**src/rtl/fwd_hazard_unit_pkg.sv**
```systemverilog
// Shared definitions for the forwarding / hazard unit: opcode constants,
// forwarding-mux encodings and the per-stage destination tag.
package fwd_hazard_unit_pkg;

   localparam logic [3:0] OP_ALU     = 4'b0000;
   localparam logic [3:0] OP_LOAD    = 4'b1000;
   localparam logic [3:0] OP_STORE   = 4'b1011;
   localparam logic [3:0] OP_BR_EQ   = 4'b0100;
   localparam logic [3:0] OP_BR_NE   = 4'b0101;
   localparam logic [3:0] OP_BR_LT   = 4'b0110;
   localparam logic [3:0] FUNCT_MULT = 4'b0001;
   localparam logic [3:0] FUNCT_DIV  = 4'b0010;

   localparam logic [1:0] FWD_RF  = 2'd0;
   localparam logic [1:0] FWD_EX  = 2'd1;
   localparam logic [1:0] FWD_MEM = 2'd2;
   localparam logic [1:0] FWD_WB  = 2'd3;

   // Tags store register numbers at a fixed width so one struct serves any REG_AW up to 8.
   localparam int TAG_AW = 8;

   typedef struct packed {
      logic              valid;
      logic              wr_en;
      logic [TAG_AW-1:0] wd;
      logic              wr_r0;
      logic              is_load;
   } stage_tag_t;

   localparam stage_tag_t TAG_NONE = '0;

   function automatic logic prim_hit(stage_tag_t t, logic [TAG_AW-1:0] a);
      return t.valid & t.wr_en & (t.wd == a);
   endfunction

   function automatic logic sec_hit(stage_tag_t t, logic [TAG_AW-1:0] a);
      return t.valid & t.wr_r0 & (a == '0);
   endfunction

endpackage

```
**src/rtl/fwd_port_sel.sv**
```systemverilog
// One read port's forwarding mux: youngest matching stage wins, and inside a
// stage the secondary (r0) result beats the primary one.
module fwd_port_sel
   import fwd_hazard_unit_pkg::*;
#(
   parameter int DATA_W = 16,
   parameter int REG_AW = 4
) (
   input  logic [REG_AW-1:0] addr,
   input  logic              used,
   input  stage_tag_t        ex_tag,
   input  stage_tag_t        mem_tag,
   input  stage_tag_t        wb_tag,
   input  logic [DATA_W-1:0] rf_data,
   input  logic [DATA_W-1:0] ex_res,
   input  logic [DATA_W-1:0] ex_res2,
   input  logic [DATA_W-1:0] mem_res,
   input  logic [DATA_W-1:0] mem_res2,
   input  logic [DATA_W-1:0] wb_res,
   input  logic [DATA_W-1:0] wb_res2,
   output logic [1:0]        sel,
   output logic [DATA_W-1:0] data,
   output logic              ex_prim_hit
);

   logic [TAG_AW-1:0] addr_w;

   assign addr_w = TAG_AW'(addr);

   always_comb begin
      sel         = FWD_RF;
      data        = rf_data;
      ex_prim_hit = used & prim_hit(ex_tag, addr_w);
      if (used) begin
         if (sec_hit(ex_tag, addr_w)) begin
            sel  = FWD_EX;
            data = ex_res2;
         end else if (prim_hit(ex_tag, addr_w)) begin
            sel  = FWD_EX;
            data = ex_res;
         end else if (sec_hit(mem_tag, addr_w)) begin
            sel  = FWD_MEM;
            data = mem_res2;
         end else if (prim_hit(mem_tag, addr_w)) begin
            sel  = FWD_MEM;
            data = mem_res;
         end else if (sec_hit(wb_tag, addr_w)) begin
            sel  = FWD_WB;
            data = wb_res2;
         end else if (prim_hit(wb_tag, addr_w)) begin
            sel  = FWD_WB;
            data = wb_res;
         end
      end
   end

endmodule

```
**src/rtl/fwd_hazard_unit.sv**
```systemverilog
// Forwarding and hazard control for the 5-stage pipeline: tracks EX/MEM/WB
// destination tags and produces operand muxing, load-use bubbles and mult/div stalls.
module fwd_hazard_unit
   import fwd_hazard_unit_pkg::*;
#(
   parameter int DATA_W     = 16,
   parameter int REG_AW     = 4,
   parameter int NUM_RD     = 3,
   parameter int MULDIV_LAT = 4,
   parameter int CNT_W      = 16
) (
   input  logic                     clk,
   input  logic                     rst,
   input  logic                     dec_valid,
   input  logic [NUM_RD*REG_AW-1:0] dec_rd_addr,
   input  logic [NUM_RD-1:0]        dec_rd_used,
   input  logic                     dec_wr_en,
   input  logic [REG_AW-1:0]        dec_wd,
   input  logic                     dec_wr_r0,
   input  logic                     dec_is_load,
   input  logic                     dec_is_muldiv,
   input  logic                     flush,
   input  logic [NUM_RD*DATA_W-1:0] rf_data,
   input  logic [DATA_W-1:0]        ex_res,
   input  logic [DATA_W-1:0]        mem_res,
   input  logic [DATA_W-1:0]        wb_res,
   input  logic [DATA_W-1:0]        ex_res2,
   input  logic [DATA_W-1:0]        mem_res2,
   input  logic [DATA_W-1:0]        wb_res2,
   output logic [NUM_RD*DATA_W-1:0] fwd_data,
   output logic [NUM_RD*2-1:0]      fwd_sel,
   output logic                     stall,
   output logic                     bubble,
   output logic                     mdu_busy,
   output logic [CNT_W-1:0]         stall_cnt
);

   localparam int MC_W = $clog2(MULDIV_LAT + 1);

   stage_tag_t        ex_q, ex_d, mem_q, mem_d, wb_q, wb_d, id_tag;
   logic [MC_W-1:0]   mdu_cnt_q, mdu_cnt_d;
   logic              kill_q, kill_d;
   logic [CNT_W-1:0]  stall_cnt_q, stall_cnt_d;
   logic [NUM_RD-1:0] ex_prim_hit;
   logic              busy, load_use, kill_now;

   for (genvar p = 0; p < NUM_RD; p++) begin : g_port
      fwd_port_sel #(
         .DATA_W(DATA_W),
         .REG_AW(REG_AW)
      ) u_sel (
         .addr       (dec_rd_addr[p*REG_AW +: REG_AW]),
         .used       (dec_rd_used[p]),
         .ex_tag     (ex_q),
         .mem_tag    (mem_q),
         .wb_tag     (wb_q),
         .rf_data    (rf_data[p*DATA_W +: DATA_W]),
         .ex_res     (ex_res),
         .ex_res2    (ex_res2),
         .mem_res    (mem_res),
         .mem_res2   (mem_res2),
         .wb_res     (wb_res),
         .wb_res2    (wb_res2),
         .sel        (fwd_sel[p*2 +: 2]),
         .data       (fwd_data[p*DATA_W +: DATA_W]),
         .ex_prim_hit(ex_prim_hit[p])
      );
   end

   always_comb begin
      busy     = (mdu_cnt_q != '0);
      kill_now = flush | kill_q;
      load_use = ex_q.is_load & (|ex_prim_hit);
      // A killed ID instruction has no operands worth waiting for, so it never load-use stalls.
      stall    = busy | (load_use & ~kill_now);
      bubble   = ~busy & (load_use | kill_now);

      id_tag         = TAG_NONE;
      id_tag.valid   = dec_valid;
      id_tag.wr_en   = dec_wr_en;
      id_tag.wd      = TAG_AW'(dec_wd);
      id_tag.wr_r0   = dec_wr_r0;
      id_tag.is_load = dec_is_load;

      ex_d      = ex_q;
      mem_d     = ex_q;
      wb_d      = mem_q;
      mdu_cnt_d = mdu_cnt_q;
      kill_d    = kill_q;

      if (busy) begin
         mem_d     = TAG_NONE;
         mdu_cnt_d = mdu_cnt_q - MC_W'(1);
         kill_d    = kill_q | flush;
      end else begin
         ex_d   = (bubble || !dec_valid) ? TAG_NONE : id_tag;
         kill_d = 1'b0;
         if (ex_d.valid && dec_is_muldiv) begin
            mdu_cnt_d = MC_W'(MULDIV_LAT - 1);
         end
      end

      stall_cnt_d = stall_cnt_q;
      if (stall && (stall_cnt_q != '1)) begin
         stall_cnt_d = stall_cnt_q + CNT_W'(1);
      end
   end

   always_ff @(posedge clk) begin
      if (rst) begin
         ex_q        <= TAG_NONE;
         mem_q       <= TAG_NONE;
         wb_q        <= TAG_NONE;
         mdu_cnt_q   <= '0;
         kill_q      <= 1'b0;
         stall_cnt_q <= '0;
      end else begin
         ex_q        <= ex_d;
         mem_q       <= mem_d;
         wb_q        <= wb_d;
         mdu_cnt_q   <= mdu_cnt_d;
         kill_q      <= kill_d;
         stall_cnt_q <= stall_cnt_d;
      end
   end

   assign mdu_busy  = busy;
   assign stall_cnt = stall_cnt_q;

endmodule
```
**config.mk**
```make
export PLATFORM = sky130hd
export DESIGN_NAME = fwd_hazard_unit
export DESIGN_NICKNAME = d
export VERILOG_FILES = /design/src/rtl/fwd_hazard_unit_pkg.sv /design/src/rtl/fwd_port_sel.sv /design/src/rtl/fwd_hazard_unit.sv
export SDC_FILE = /design/constraint.sdc
export NUM_CORES = 1
export LEC_CHECK = 0
export CAP_MARGIN = 20
export CELL_PAD_IN_SITES_DETAIL_PLACEMENT = 0
export CELL_PAD_IN_SITES_GLOBAL_PLACEMENT = 1
export CORE_ASPECT_RATIO = 0.75
export CORE_MARGIN = 2
export CORE_UTILIZATION = 45
export CTS_CLUSTER_SIZE = 30
export DETAILED_ROUTE_END_ITERATION = 12
export DONT_BUFFER_PORTS = 1
export HOLD_SLACK_MARGIN = 0.06
export PLACE_DENSITY = 0.8
export RECOVER_POWER = 100
export SLEW_MARGIN = 20
export SYNTH_ARGS = -nofsm -noshare
export SYNTH_HDL_FRONTEND = slang
export SYNTH_HIERARCHICAL = 1
export SYNTH_SLANG_ARGS = --single-unit
```
**constraint.sdc**
```tcl
create_clock -name clk -period 2.65 [get_ports clk]
set_input_delay 0.265 -clock clk [delete_from_list [all_inputs] [get_ports clk]]
set_output_delay 0.265 -clock clk [all_outputs]
set_load 0.01 [all_outputs]
```
==> impl_metrics.ini, run 1 <==
[clocking]
root_buffer = clkbuf_16
clk_path_buf_depth = 2
clk_pin_slew_ns = 0.06
cts_made_buffers = 5
htree_levels = 2
cts.sinks = 42
cts_tree = built
clk-insertion-delay-late_ns = 0.29

[setup_path]
worst_setup_path_end_kind = output pin
cp-start-kind = register
crit_required_ns = 2.38
crit_fanout = 14
regToRegSetupSlack_ns = 0.15
slowest_delay_ns = 0.35
path_cells = xnor2_2, and4_4, buf_12, nand3_1, a311oi_2, buf_4, o221ai_1, a21oi_1, buf_4
crit_arrival_ns = 2.42
worst-setup-path-type = reg -> out
critPathSlowestCell = dfxtp_2
timing.critical_path.mode_cell = buf_4

[place]
placed_area_um2 = 6640
dp_hpwl_mm = 25.1
gp_congestion = 1.05
portBuffers = 0

[layout]
multi_input_area_um2 = 5310
nFillCells = 1332
syn_to_final_growth_pct = 13.6
layout-drive-gt1-share_pct = 25.7
final_nets = 1027
num_antenna_cells = 0
seq_area_um2 = 855
final_area_um2 = 7230

[logic_synthesis]
syn_area_per_cell_um2 = 7.79
syn_inst = 817
yosys_warnings = 6
mappedNetlistArea_um2 = 6360

[grt]
antenna_found_initial = 0
grt_pass1_vias = 7247
grt_remaining_overflow = 0
grt_usage_pct = 42.4
grt_pass1_wl_mm = 48.2
grt_start_max_net_pins = 33

[sta]
slew_viol_final = 0
worstMarginPinSlew_ns = 0.899
rsz0062_at_grt = yes
finalCritPeriodShare_pct = 101
max_freq_mhz = 372
slew-limit-headroom_pct = 39.9
postLayoutSetupSlackWorst_ns = -0.0388
fin_worst_skew_ns = 0.00814
period_minus_slack_ns = 2.69
hold_viol_final = 0
setup_viol = 3

[floorplan]
die_h_um = 107
row_count = 37
io_pins = 244
coreArea_um2 = 13700
start_util_pct = 46.3
die-area_um2 = 15100
die_w_um = 141

[power]
power.total_mw = 2.29
internal-power_mw = 1.44
p_seq_share_pct = 33.1
power_leakage_nw = 2.84
vdd_ir_drop_max_v = 0.000325
p_clk_share_pct = 30.8
sw_frac_of_total_pct = 37.2
power_density_nw_per_um2 = 316
pwr-share-comb_pct = 36.2
switchingPower_mw = 0.850

[outcome]
status = complete, but fails checks
violations = setup timing

[routing]
wl_per_cell_um = 32.5
first_pass_iters = 6
drc = 0
vias = 7881
drt_iter0_drc = 1099
ant_nets = 0
drt-vias-per-instance = 7.67
wl_mm = 33.5

[hold_path]
worstHoldPathType = in -> reg

[run]
max_cap_viol_count = 0
## sequential cells by signal (all words and copies together) (netlist names)
name,flops
mem_q,7
kill_q,1
ex_q,8
stall_cnt,16
wb_q,7
mdu_cnt_q,3
## worst max-delay path: cells and delay by family (launching register included)
kind | cells | cell delay [ns]
AOI/OAI and AO/OA | 3 | 0.65
xor gates and xnor gates | 1 | 0.24
buffers and inverters | 3 | 0.48
DFF | 1 | 0.35
and+or+nand+nor | 2 | 0.39
## metal layers
layer / track usage [%] / up-vias / part of all wire [%]
li1: - / 3266 / -
met1: 59.6 / 3789 / 40
met2: 58.1 / 709 / 40
met3: 20.2 / 117 / 17
met4: 9.07 / 0 / 3.4
met5: 0 / - / 0
## what timing repair did
item / CTS / global route
hold buffers: 1 / 0
hold endpoints to repair: 23 / 0
setup endpoints to repair: 32 / 49
setup buffers: 4 / 0
pin swaps: 2 / 13
resized for setup: 18 / 61
## power groups by stage
stage	combinational (mW)	sequential, mW	clock (mW)
after CTS	0.761	0.754	0.714
final	0.828	0.756	0.704
after global routing	0.889	0.764	0.760
after detailed placement	0.741	0.766	0
after global placement	0.731	0.761	0
after floorplan	0.558	0.749	0
## placed cells by master (no fill, tap or decap), types with 16 or more instances in the layout
cell type / count
a311oi_2: 24
and3_1: 25
buf_4: 49
o31ai_1: 16
a21o_1: 43
a21oi_2: 32
conb_1: 36
a311oi_1: 17
nor2_1: 114
a21oi_1: 41
dfxtp_1: 35
o221ai_1: 42
a221oi_2: 30
o21ai_0: 42
nand3_1: 57
## cell type report
cell class / instances / share of cell area (%)
Timing Repair Buffer: 67 / 8.79
Clock buffer: 6 / 1.78
Tap cell: 175 / 3.03
Clock inverter: 2 / 0.519
Multi-Input combinational cell: 725 / 73.5
Inverter: 11 / 0.571
Sequential cell: 42 / 11.8
## metrics by stage
stage | hold WS [ns] | cells | setup WS (ns) | setup TNS, ns | utilization (%)
6_report | 0.109 | 1028 | -0.0388 | -0.0964 | 52.6
5_1_grt | 0.113 | 1028 | -0.0621 | -0.250 | 52.6
4_1_cts | 0.103 | 1028 | 0.0189 | 0 | 50.5
3_5_place_dp | 0.340 | 1015 | 0.0987 | 0 | 48.3
3_3_place_gp | 0.339 | 1015 | 0.202 | 0 | 48.3
2_1_floorplan | 0.398 | 852 | 0.404 | 0 | -
## final timing paths
kind / endpoint / cells past startpoint / startpoint
max: fwd_data[19] / 9 / wb_q[3]
max reg2reg: stall_cnt[12] / 9 / ex_q[3]
min: ex_q[0] / 1 / dec_is_load
min reg2reg: mdu_cnt_q[0] / 1 / mdu_cnt_q[0]
(Power assumes the default switching activity.)
==> run 2: changes to the inputs <==
--- a/config.mk
+++ b/config.mk
@@ -5,17 +5,18 @@
 export SDC_FILE = /design/constraint.sdc
 export NUM_CORES = 1
 export LEC_CHECK = 0
+export ABC_AREA = 1
 export CAP_MARGIN = 20
 export CELL_PAD_IN_SITES_DETAIL_PLACEMENT = 0
 export CELL_PAD_IN_SITES_GLOBAL_PLACEMENT = 1
 export CORE_ASPECT_RATIO = 0.75
 export CORE_MARGIN = 2
-export CORE_UTILIZATION = 45
+export CORE_UTILIZATION = 43
 export CTS_CLUSTER_SIZE = 30
 export DETAILED_ROUTE_END_ITERATION = 12
 export DONT_BUFFER_PORTS = 1
 export HOLD_SLACK_MARGIN = 0.06
-export PLACE_DENSITY = 0.8
+export PLACE_DENSITY = 0.83
 export RECOVER_POWER = 100
 export SLEW_MARGIN = 20
 export SYNTH_ARGS = -nofsm -noshare
==> run 2 against run 1 <==
  * Clock skew hardly changed
  * Largest cell class unchanged
  * Synthesized area is 14% higher
  * Combinational power is 22% higher
  * The flow now finishes without violations
  * Worst hold slack better by 0.011 ns
  * Highest routed layer unchanged
==> impl_metrics.ini, run 2 <==
[clocking]
htree_levels = 2
root_buffer = clkbuf_16
clk_path_buf_depth = 2
cts_made_buffers = 5
clk-insertion-delay-late_ns = 0.29
cts.sinks = 42
cts_tree = built
clk_pin_slew_ns = 0.07

[setup_path]
critPathSlowestCell = dfxtp_1
r2r_start = ex_q[3]
worst_setup_path_end_kind = output pin
crit_fanout = 16
worst-setup-path-type = reg -> out
cp-start-kind = register
crit_start = mem_q[11]
crit_required_ns = 2.38
path_cells = nand2_1, nor2_4, inv_2, nand2_1, inv_1, a21oi_1, nor2_1, clkbuf_4
crit_arrival_ns = 2.31
slowest_delay_ns = 0.49
timing.critical_path.mode_cell = nand2_1

[layout]
nFillCells = 1936
layout-drive-gt1-share_pct = 10.6
multi_input_area_um2 = 5470
final_common_cell = nand2_1
layout.cells.non_filler = 1604
num_antenna_cells = 0
largest_reg_flops = 16
syn_to_final_growth_pct = 5.07
final_nets = 1563
seq_area_um2 = 841
mostFrequentLayoutCells = nand2_1, nor2_1, inv_1, a21oi_1, o21ai_1

[place]
placedCellCount = 1589
portBuffers = 0
dp_hpwl_mm = 23.6
gp_congestion = 0.951

[sta]
slew_viol_final = 0
fin_worst_skew_ns = 0.00818
hold_viol_final = 0
rsz0062_at_grt = no
slew-limit-headroom_pct = 31.4
setup_viol = 0
finalCritPeriodShare_pct = 97.1
max_freq_mhz = 389
period_minus_slack_ns = 2.57
worstMarginPinSlew_ns = 1.03
fin_tns_setup_ns = 0

[floorplan]
die_h_um = 117
die_w_um = 154
start_util_pct = 43.6
die-area_um2 = 18000
coreArea_um2 = 16700
row_count = 41
io_pins = 244

[routing]
wl_mm = 32.8
wl_per_cell_um = 20.5
first_pass_iters = 7
drc = 0
drt_iter0_drc = 1281
ant_nets = 0
vias = 8919
drt-vias-per-instance = 5.56

[logic_synthesis]
mappedNetlistArea_um2 = 7280
yosys_warnings = 6
syn_inst = 1382
syn_area_per_cell_um2 = 5.27

[power]
power_density_nw_per_um2 = 323
vdd_ir_drop_max_v = 0.000384
power_leakage_nw = 3.72

[grt]
grt_usage_pct = 33.0
antenna_found_initial = 0
grt_pass1_wl_mm = 45.4
grt_pass1_vias = 7510
grt_remaining_overflow = 0
grt_start_max_net_pins = 34

[run]
max_cap_viol_count = 0

[hold_path]
hold_start = dec_wd[3]
worstHoldPathType = in -> reg

[outcome]
status = completed
## run 2: changes by cell type in the layout (fill, tap and decap cells not counted), moves of 25 or more
| cell | change |
|---|---|
| a21o_1 | -43 |
| nor2_1 | +123 |
| nand3_1 | -33 |
| nand2_1 | +421 |
| inv_1 | +158 |
| and3_1 | -25 |
| o21ai_1 | +57 |
| a221oi_2 | -30 |
| buf_4 | -32 |
| a21oi_1 | +70 |
| o21a_1 | +42 |
| o221ai_1 | -42 |
## run 2: final timing paths
path                                      to  slack (ns)  depth (start not counted)
worst max-delay path              fwd_sel[4]        0.08                          8
worst min-delay path                 ex_q[5]        0.12                          2
worst max register to register  stall_cnt[0]        0.33                         13
worst min register to register       ex_q[0]        0.49                          2
## run 2: repair_timing
item / CTS / global route
gates resized for setup: 0 / 6
hold buffers: 1 / 0
endpoints found under the hold margin: 19 / 0
setup endpoints to repair: 0 / 32
buffers inserted: 0 / 3
## run 2: critical path: cells and delay by family, from the launching register on
family | cells | cell delay, ns
flip-flops | 1 | 0.49
AND/OR/NAND/NOR | 4 | 0.73
AO/OA/AOI/OAI | 1 | 0.27
buffers and inverters | 3 | 0.53
## run 2: report_power, final
group          internal, mW  switching (mW)
combinational         0.307           0.700
clock                 0.378           0.266
sequential            0.715           0.104
## run 2: through the flow
stage	setup WS (ns)	total power [mW]	hold slack (ns)	utilization [%]	cell area, um^2
2_1_floorplan	0.724	1.66	0.410	-	7410
3_3_place_gp	0.429	1.82	0.330	44.4	7430
3_5_place_dp	0.420	1.83	0.332	44.4	7430
4_1_cts	0.0970	2.48	0.116	45.4	7590
5_1_grt	0.00142	2.65	0.126	45.8	7650
6_report	0.0762	2.47	0.120	45.8	7650
## run 2: layout make-up
cell class | count | area share, %
clock buffers | 6 | 1.81
clock inverters | 2 | 0.213
inverters | 194 | 9.57
multi-input cells | 1122 | 71.5
flip-flops and latches | 42 | 11.0
well taps | 215 | 3.52
repair buffers | 23 | 2.39
## run 2: routing by layer
layer	part of all wire, %	vias up	track usage (%)
li1	-	4307	-
met2	40	661	48.4
met3	16	53	11.1
met1	42	3898	47.5
met5	0	-	0
met4	1.7	0	5.31
